===== config.mk =====
export PLATFORM = sky130hd
export DESIGN_NAME = seg_scan_driver
export DESIGN_NICKNAME = d
export VERILOG_FILES = /design/src/rtl/seg_scan_driver.sv
export SDC_FILE = /design/constraint.sdc
export NUM_CORES = 1
export LEC_CHECK = 0
export ABC_CLOCK_PERIOD_IN_PS = 4850
export CORE_UTILIZATION = 58
export DETAILED_ROUTE_END_ITERATION = 7
export GPL_TIMING_DRIVEN = 0
export PLACE_DENSITY_LB_ADDON = 0.25
export SKIP_CTS_REPAIR_TIMING = 1
export SLEW_MARGIN = 20
export SYNTH_ARGS = -nofsm -noshare
export SYNTH_HDL_FRONTEND = slang
export SYNTH_SLANG_ARGS = --single-unit

===== constraint.sdc =====
create_clock -name clk -period 4.85 [get_ports clk]
set_input_delay 0.97 -clock clk [delete_from_list [all_inputs] [get_ports clk]]
set_output_delay 0.97 -clock clk [all_outputs]
set_load 0.01 [all_outputs]

===== src/rtl/seg_scan_driver.sv =====
// Two-digit multiplexed seven-segment driver with anode dead time between slots.
// Optional SEG_LEADING_ZERO_BLANK_EN: blank the left digit when its nibble is zero.
module seg_scan_driver #(
    parameter int REFRESH_DIV = 100000,
    parameter int DEAD_CYC    = 2
) (
    input  logic       clk,
    input  logic       rst,
    input  logic [7:0] data_in,
    input  logic       load,
    output logic [6:0] seg_cat,
    output logic [1:0] seg_an
);

    localparam int CW = (REFRESH_DIV > 1) ? $clog2(REFRESH_DIV) : 1;
    localparam logic [CW-1:0] CNT_LAST = CW'(REFRESH_DIV - 1);
    localparam logic [CW-1:0] DEAD     = CW'(DEAD_CYC);

    typedef enum logic {BLANK, SHOW} mode_t;

    mode_t         mode;
    mode_t         mode_next;
    logic [CW-1:0] cnt;
    logic          dig;
    logic [7:0]    data_reg;
    logic [3:0]    nibble;
    logic [1:0]    an_next;
    logic [6:0]    cat_next;

    // Cathode patterns are active-low, ordered {g,f,e,d,c,b,a}.
    function automatic logic [6:0] decode(input logic [3:0] n);
        logic [6:0] c;
        c = 7'b1111111;
        case (n)
            4'h0: c = 7'b1000000;
            4'h1: c = 7'b1111001;
            4'h2: c = 7'b0100100;
            4'h3: c = 7'b0110000;
            4'h4: c = 7'b0011001;
            4'h5: c = 7'b0010010;
            4'h6: c = 7'b0000010;
            4'h7: c = 7'b1111000;
            4'h8: c = 7'b0000000;
            4'h9: c = 7'b0010000;
            4'hA: c = 7'b0001000;
            4'hB: c = 7'b0000011;
            4'hC: c = 7'b1000110;
            4'hD: c = 7'b0100001;
            4'hE: c = 7'b0000110;
            4'hF: c = 7'b0001110;
        endcase
        return c;
    endfunction

    always_ff @(posedge clk) begin
        if (rst) begin
            mode     <= BLANK;
            cnt      <= '0;
            dig      <= 1'b0;
            data_reg <= 8'h00;
        end else begin
            mode <= mode_next;
            if (cnt == CNT_LAST) begin
                cnt <= '0;
                dig <= ~dig;
            end else begin
                cnt <= cnt + 1'b1;
            end
            if (load) begin
                data_reg <= data_in;
            end
        end
    end

    always_comb begin
        mode_next = mode;
        if (load) begin
            mode_next = SHOW;
        end
    end

    // Dead time is measured from slot start only, so a load never reopens it.
    always_comb begin
        an_next  = 2'b11;
        cat_next = 7'b1111111;
        nibble   = dig ? data_reg[7:4] : data_reg[3:0];
        if (mode == SHOW && cnt >= DEAD) begin
            if (dig) begin
`ifdef SEG_LEADING_ZERO_BLANK_EN
                if (nibble != 4'h0) begin
                    an_next  = 2'b01;
                    cat_next = decode(nibble);
                end
`else
                an_next  = 2'b01;
                cat_next = decode(nibble);
`endif
            end else begin
                an_next  = 2'b10;
                cat_next = decode(nibble);
            end
        end
    end

    always_ff @(posedge clk) begin
        if (rst) begin
            seg_an  <= 2'b11;
            seg_cat <= 7'b1111111;
        end else begin
            seg_an  <= an_next;
            seg_cat <= cat_next;
        end
    end

endmodule


==> flow_metrics.env, run 1 <==
export IMPL_status="finished clean"
export IMPL_tns_ns=0
export IMPL_clkTransAtPathRegs_ns=0.11
export IMPL_synth_cell_types=31
export IMPL_antenna_cells=0
export IMPL_drv_cap=0
export IMPL_io_buffers=18
export IMPL_grt_start_max_net_pins=11
export IMPL_clock_sinks=36
export IMPL_synth_commonest_cells="36 x dfxtp_1, 28 x nor2_1, 14 x mux2i_1, 14 x nand3_1, 10 x nor4_1"
export IMPL_synth_most_common_cell="dfxtp_1"
export IMPL_fp_dieArea_um2=3090
export IMPL_gr_total_overflow=0
export IMPL_io_pins=20
export IMPL_final_core_util_pct=71.4
export IMPL_core_area_um2=2730
export IMPL_tightest_slew_ns=0.643
export IMPL_internal_power_uw=416
export IMPL_yosysSeqAreaShare_pct=43.2
export IMPL_yosysTopAreaCell="dfxtp_1"
export IMPL_drc=0
export IMPL_crit_path_end_kind="register"
export IMPL_multiInputGateArea_um2=895
export IMPL_numCtsBuffers=5
export IMPL_synth_top_cell_area_share_pct=43.2
export IMPL_timing_final_crit_share_pct=45.1
export IMPL_switching_share_pct=23.6
export IMPL_leakage_uw=0.000753
export IMPL_ys_warnings_count=0
export IMPL_dp_hpwl_um=2360
export IMPL_dp_cells=228
export IMPL_hold_viol=0
export IMPL_max_slew_margin_pct=55.9
export IMPL_initial_utilization_pct=61.0
export IMPL_drive_above_1_share_pct=8.33
export IMPL_dr_pass1_iters=4
export IMPL_yosys_top_cells_area="dfxtp_1 43%, mux2i_1 8.4%, nor2_1 6.3%"
export IMPL_slew_violations=0
export IMPL_drt_iter0_markers=40
export IMPL_syn_num_nets=198
export IMPL_syn_area_per_cell_um2=9.31
export IMPL_min_path_type="reg -> reg"
export IMPL_area_delta_synth_final_pct=17.0
export IMPL_fmax_mhz=457
export IMPL_largest_reg_flops=17
export IMPL_synthFlopType="dfxtp_1"
export IMPL_die_w_um=55.6
export IMPL_drtAntennaViolNets=0
export IMPL_criticalPathCategory="reg -> reg"
export IMPL_cts_htree_levels=2
export IMPL_grt_pass1_vias=1343
export IMPL_setup_violations=0
export IMPL_finalCriticalPeriod_ns=2.19
export IMPL_routed_wl_um=3290
export IMPL_gp_congestion=0.854
export IMPL_grt_setup_unrepaired="false"
export IMPL_fin_cells=235
export IMPL_wl_per_cell_um=14.0
export IMPL_switchingPower_uw=128
export IMPL_arrival_ns=2.42
export IMPL_peakVddDrop_mv=0.266
export IMPL_critPathMaxFanout=10
export IMPL_grt_antenna_before_repair=0
export IMPL_cts_tree="yes"
export IMPL_fp_dieH_um=55.6
export IMPL_p_comb_share_pct=10.6
export IMPL_grt_util_all_layers_pct=24.4
export IMPL_rows=19
export IMPL_syn_cell_area_um2=1670
export IMPL_cts_buffer_depth=2
export IMPL_finClkSkew_ns=0.00784
export IMPL_fin_nets=223
export IMPL_vias_per_cell=5.83
export IMPL_grt_pass1_wl_um=5890
export IMPL_fillers=195
export IMPL_powerDensity_nw_per_um2=279
export IMPL_synth_async_reset_ratio_pct=0
export IMPL_p_clk_share_pct=32.1
export IMPL_startpoint_type="register"
export IMPL_synthCells=179
export IMPL_ys_ff_latch=36
export IMPL_vias=1371
export IMPL_pwr_share_seq_pct=57.3
export IMPL_synth_edf_count=0
export IMPL_cts_root_buffer="clkbuf_4"
export IMPL_seq_area_um2=721
export IMPL_cp_required_ns=5.08
export IMPL_clk_latency_ns=0.33
==> cell families (layout without fill, tap and decap cells) <==
kind of cell	after synthesis	in the layout	share of synthesized area [%]
buffers and inverters	12	37	3.08
adders and majority gates	8	8	6.01
muxes	18	18	11.8
and+or+nand+nor	75	75	22.3
AOI/OAI and AO/OA	17	17	6.76
xor gates and xnor gates	13	13	6.83
DFF	36	36	43.2
==> power groups by stage <==
stage | logic, µW | registers, µW | clock network [µW]
after floorplan | 33.8 | 318 | 0
after global placement | 54.5 | 317 | 0
after detailed placement | 56.8 | 318 | 0
after CTS | 57.7 | 312 | 177
after global routing | 64.2 | 313 | 192
final | 57.8 | 312 | 175
==> stage by stage <==
step / instance area [µm²] / setup WS [ns] / hold slack (ns) / power, µW
5_1_grt: 1950 / 2.47 / 0.520 / 569
3_3_place_gp: 1890 / 2.65 / 0.457 / 372
4_1_cts: 1950 / 2.66 / 0.509 / 546
2_1_floorplan: 1670 / 2.93 / 0.434 / 352
6_report: 1950 / 2.66 / 0.502 / 544
3_5_place_dp: 1890 / 2.64 / 0.481 / 375
==> worst max-delay path, stage by stage, from the launching register on <==
cell and delay [ns]:
dfxtp_1 0.32, buf_2 0.23, mux2i_1 0.48, inv_1 0.18
ha_1 0.29, mux4_2 0.45, nand2b_1 0.14
==> cell usage in the layout, fill, tap and decap left out, types with 7 or more instances in the layout <==
cell / synthesis / layout
clkdlybuf4s50_1: 0 / 18
dfxtp_1: 36 / 36
ha_1: 8 / 8
inv_1: 7 / 7
mux2i_1: 14 / 14
nand2_1: 8 / 8
nand3_1: 14 / 14
nor2_1: 28 / 28
nor4_1: 10 / 10
xnor2_1: 9 / 9
==> cell type report <==
class / instances / share of cell area [%]
Multi-Input combinational cell: 131 / 45.9
Sequential cell: 36 / 36.9
Timing Repair Buffer: 18 / 9.24
Clock buffer: 7 / 3.34
Tap cell: 31 / 1.99
Inverter: 7 / 1.35
Buffer: 5 / 1.28
==> final timing paths <==
| kind | depth (start not counted) | endpoint | slack [ns] | startpoint |
|---|---|---|---|---|
| setup / recovery | 6 | seg_cat[3] | 2.66 | dig |
| hold / removal | 2 | data_reg[5] | 0.50 | data_reg[5] |
| setup reg to reg | 6 | seg_cat[3] | 2.66 | dig |
| hold reg to reg | 2 | data_reg[5] | 0.50 | data_reg[5] |
==> layer usage <==
layer,vias to the layer above,part of all wire [%],global-route usage [%]
met5,-,0,0
met4,0,1.5,10.7
met3,7,4.1,5.35
met2,44,48,38.7
met1,636,47,32.0
li1,684,-,-
Power figures use the tool's default switching activity.
==> inputs of run 2 (changes only) <==
ABC_CLOCK_PERIOD_IN_PS = 1800   (was 4850)
CORE_UTILIZATION = 49   (was 58)
clock period = 1.8 ns   (was 4.85 ns; I/O delays follow)
==> run 2 against run 1 <==
Compared with the run above:
- total power increased to 2.7 times the previous value
- non-clock buffer count rose by 7
- via count up 3.1%
- setup slack worse by 2.7 ns
- critical path depth is 1 higher
- register-to-register slack got worse by 2.7 ns
- clock skew increased by 0.0055 ns
- clock power increased to 2.5 times the previous value
- combinational power rose to 3.0 times the previous value
- sequential share of layout area down 2.0 points
==> flow_metrics.env, run 2 (synthesized netlist as in run 1, its figures left out) <==
export IMPL_status="finished clean"
export IMPL_leakage_uw=0.000792
export IMPL_cts_root_buffer="clkbuf_4"
export IMPL_fp_dieH_um=60.3
export IMPL_drtAntennaViolNets=0
export IMPL_final_area_um2=2080
export IMPL_cp_required_ns=2.04
export IMPL_initial_utilization_pct=53.3
export IMPL_min_path_type="reg -> reg"
export IMPL_clock_sinks=36
export IMPL_startpoint_type="register"
export IMPL_routed_wl_um=3350
export IMPL_fillers=253
export IMPL_drc=0
export IMPL_final_cell_mix="33 x dfxtp_1, 28 x nor2_1, 18 x clkdlybuf4s50_1, 14 x nand3_1, 12 x mux2i_1"
export IMPL_wl_per_cell_um=13.1
export IMPL_cts_buffer_depth=2
export IMPL_dr_pass1_iters=5
export IMPL_fmax_mhz=557
export IMPL_crit_path_end_kind="register"
export IMPL_die_w_um=60.3
export IMPL_timing_final_crit_share_pct=99.8
export IMPL_hold_viol=0
export IMPL_reg2reg_setup_slack_ns=0.004
export IMPL_grt_pass1_wl_um=5480
export IMPL_cts_htree_levels=2
export IMPL_numCtsBuffers=5
export IMPL_tightest_slew_ns=0.536
export IMPL_fp_dieArea_um2=3640
export IMPL_drt_iter0_markers=45
export IMPL_max_slew_margin_pct=63.3
export IMPL_finalCriticalPeriod_ns=1.80
export IMPL_dp_cells=241
export IMPL_grt_start_max_net_pins=11
export IMPL_drv_cap=0
export IMPL_rows=20
export IMPL_slowest_delay_ns=0.45
export IMPL_slew_violations=0
export IMPL_gr_total_overflow=0
export IMPL_fin_cells=256
export IMPL_powerDensity_nw_per_um2=700
export IMPL_grt_antenna_before_repair=0
export IMPL_final_common_cell="dfxtp_1"
export IMPL_place_area_um2=1920
export IMPL_critPathMaxFanout=8
export IMPL_core_area_um2=3130
export IMPL_arrival_ns=2.03
export IMPL_finClkSkew_ns=0.0134
export IMPL_timing_hold_ws_ns=0.463
export IMPL_fin_nets=230
export IMPL_io_buffers=18
export IMPL_power_uw=1460
export IMPL_antenna_cells=0
export IMPL_grt_util_all_layers_pct=20.5
export IMPL_worst_slack_ns=0.00379
export IMPL_cp_cell_sequence="buf_8, mux2_4, inv_4, ha_1, inv_1, mux4_2, nand2b_1"
export IMPL_largest_reg_flops=17
export IMPL_drive_above_1_share_pct=16.0
export IMPL_grt_pass1_vias=1197
export IMPL_criticalPathCategory="reg -> reg"
export IMPL_gp_congestion=0.884
export IMPL_dp_hpwl_um=2380
export IMPL_clkTransAtPathRegs_ns=0.10
export IMPL_critPathSlowestCell="mux4_2"
export IMPL_setup_violations=0
export IMPL_cts_tree="yes"
export IMPL_dp_slack_ns=-0.209
export IMPL_grt_setup_unrepaired="true"
export IMPL_peakVddDrop_mv=0.595
export IMPL_io_pins=20
export IMPL_vias=1414
export IMPL_area_delta_synth_final_pct=25.1
export IMPL_vias_per_cell=5.52
export IMPL_clk_latency_ns=0.34
run 2: critical path, delay by kind of cell, from the launching register on:
family / cells / cell delay [ns]
muxes: 2 / 0.70
DFF: 1 / 0.34
adders and majority gates: 1 / 0.26
buffers and inverters: 3 / 0.25
and+or+nand+nor: 1 / 0.15
run 2: through the flow:
step           setup TNS, ns  utilization (%)
4_1_cts                -2.54             63.2
3_3_place_gp           -1.97             61.3
2_1_floorplan              0                -
6_report                   0             66.6
5_1_grt              -0.0678             66.6
3_5_place_dp           -2.35             61.3
run 2: layout make-up:
cell class | count | area [µm²] | share of cell area [%]
flip-flops and latches | 36 | 729 | 35.0
inverters | 7 | 28.8 | 1.38
multi-input cells | 131 | 941 | 45.1
plain buffers | 5 | 38.8 | 1.86
clock buffers | 8 | 58.8 | 2.82
repair buffers | 25 | 233 | 11.2
well taps | 44 | 55.1 | 2.64
run 2: layer usage:
layer / global-route usage [%] / part of all wire [%] / vias up
met4: 9.97 / 0.87 / 0
met3: 4.55 / 5.8 / 4
li1: - / - / 701
met5: 0 / 0 / -
met1: 28.3 / 47 / 668
met2: 30.1 / 46 / 41
run 2: worst paths after layout:
kind | startpoint | cells past startpoint | end
worst max-delay path | dig | 7 | seg_cat[3]
worst min-delay path | cnt[0] | 1 | cnt[0]
worst min register to register | cnt[0] | 1 | cnt[0]
worst max register to register | dig | 7 | seg_cat[3]
run 2: power breakdown:
part	switching (µW)	total (µW)	leakage, µW	internal, µW
Clock	253	446	0.0000326	193
Sequential	19.0	841	0.000295	822
Combinational	82.5	171	0.000464	88.8
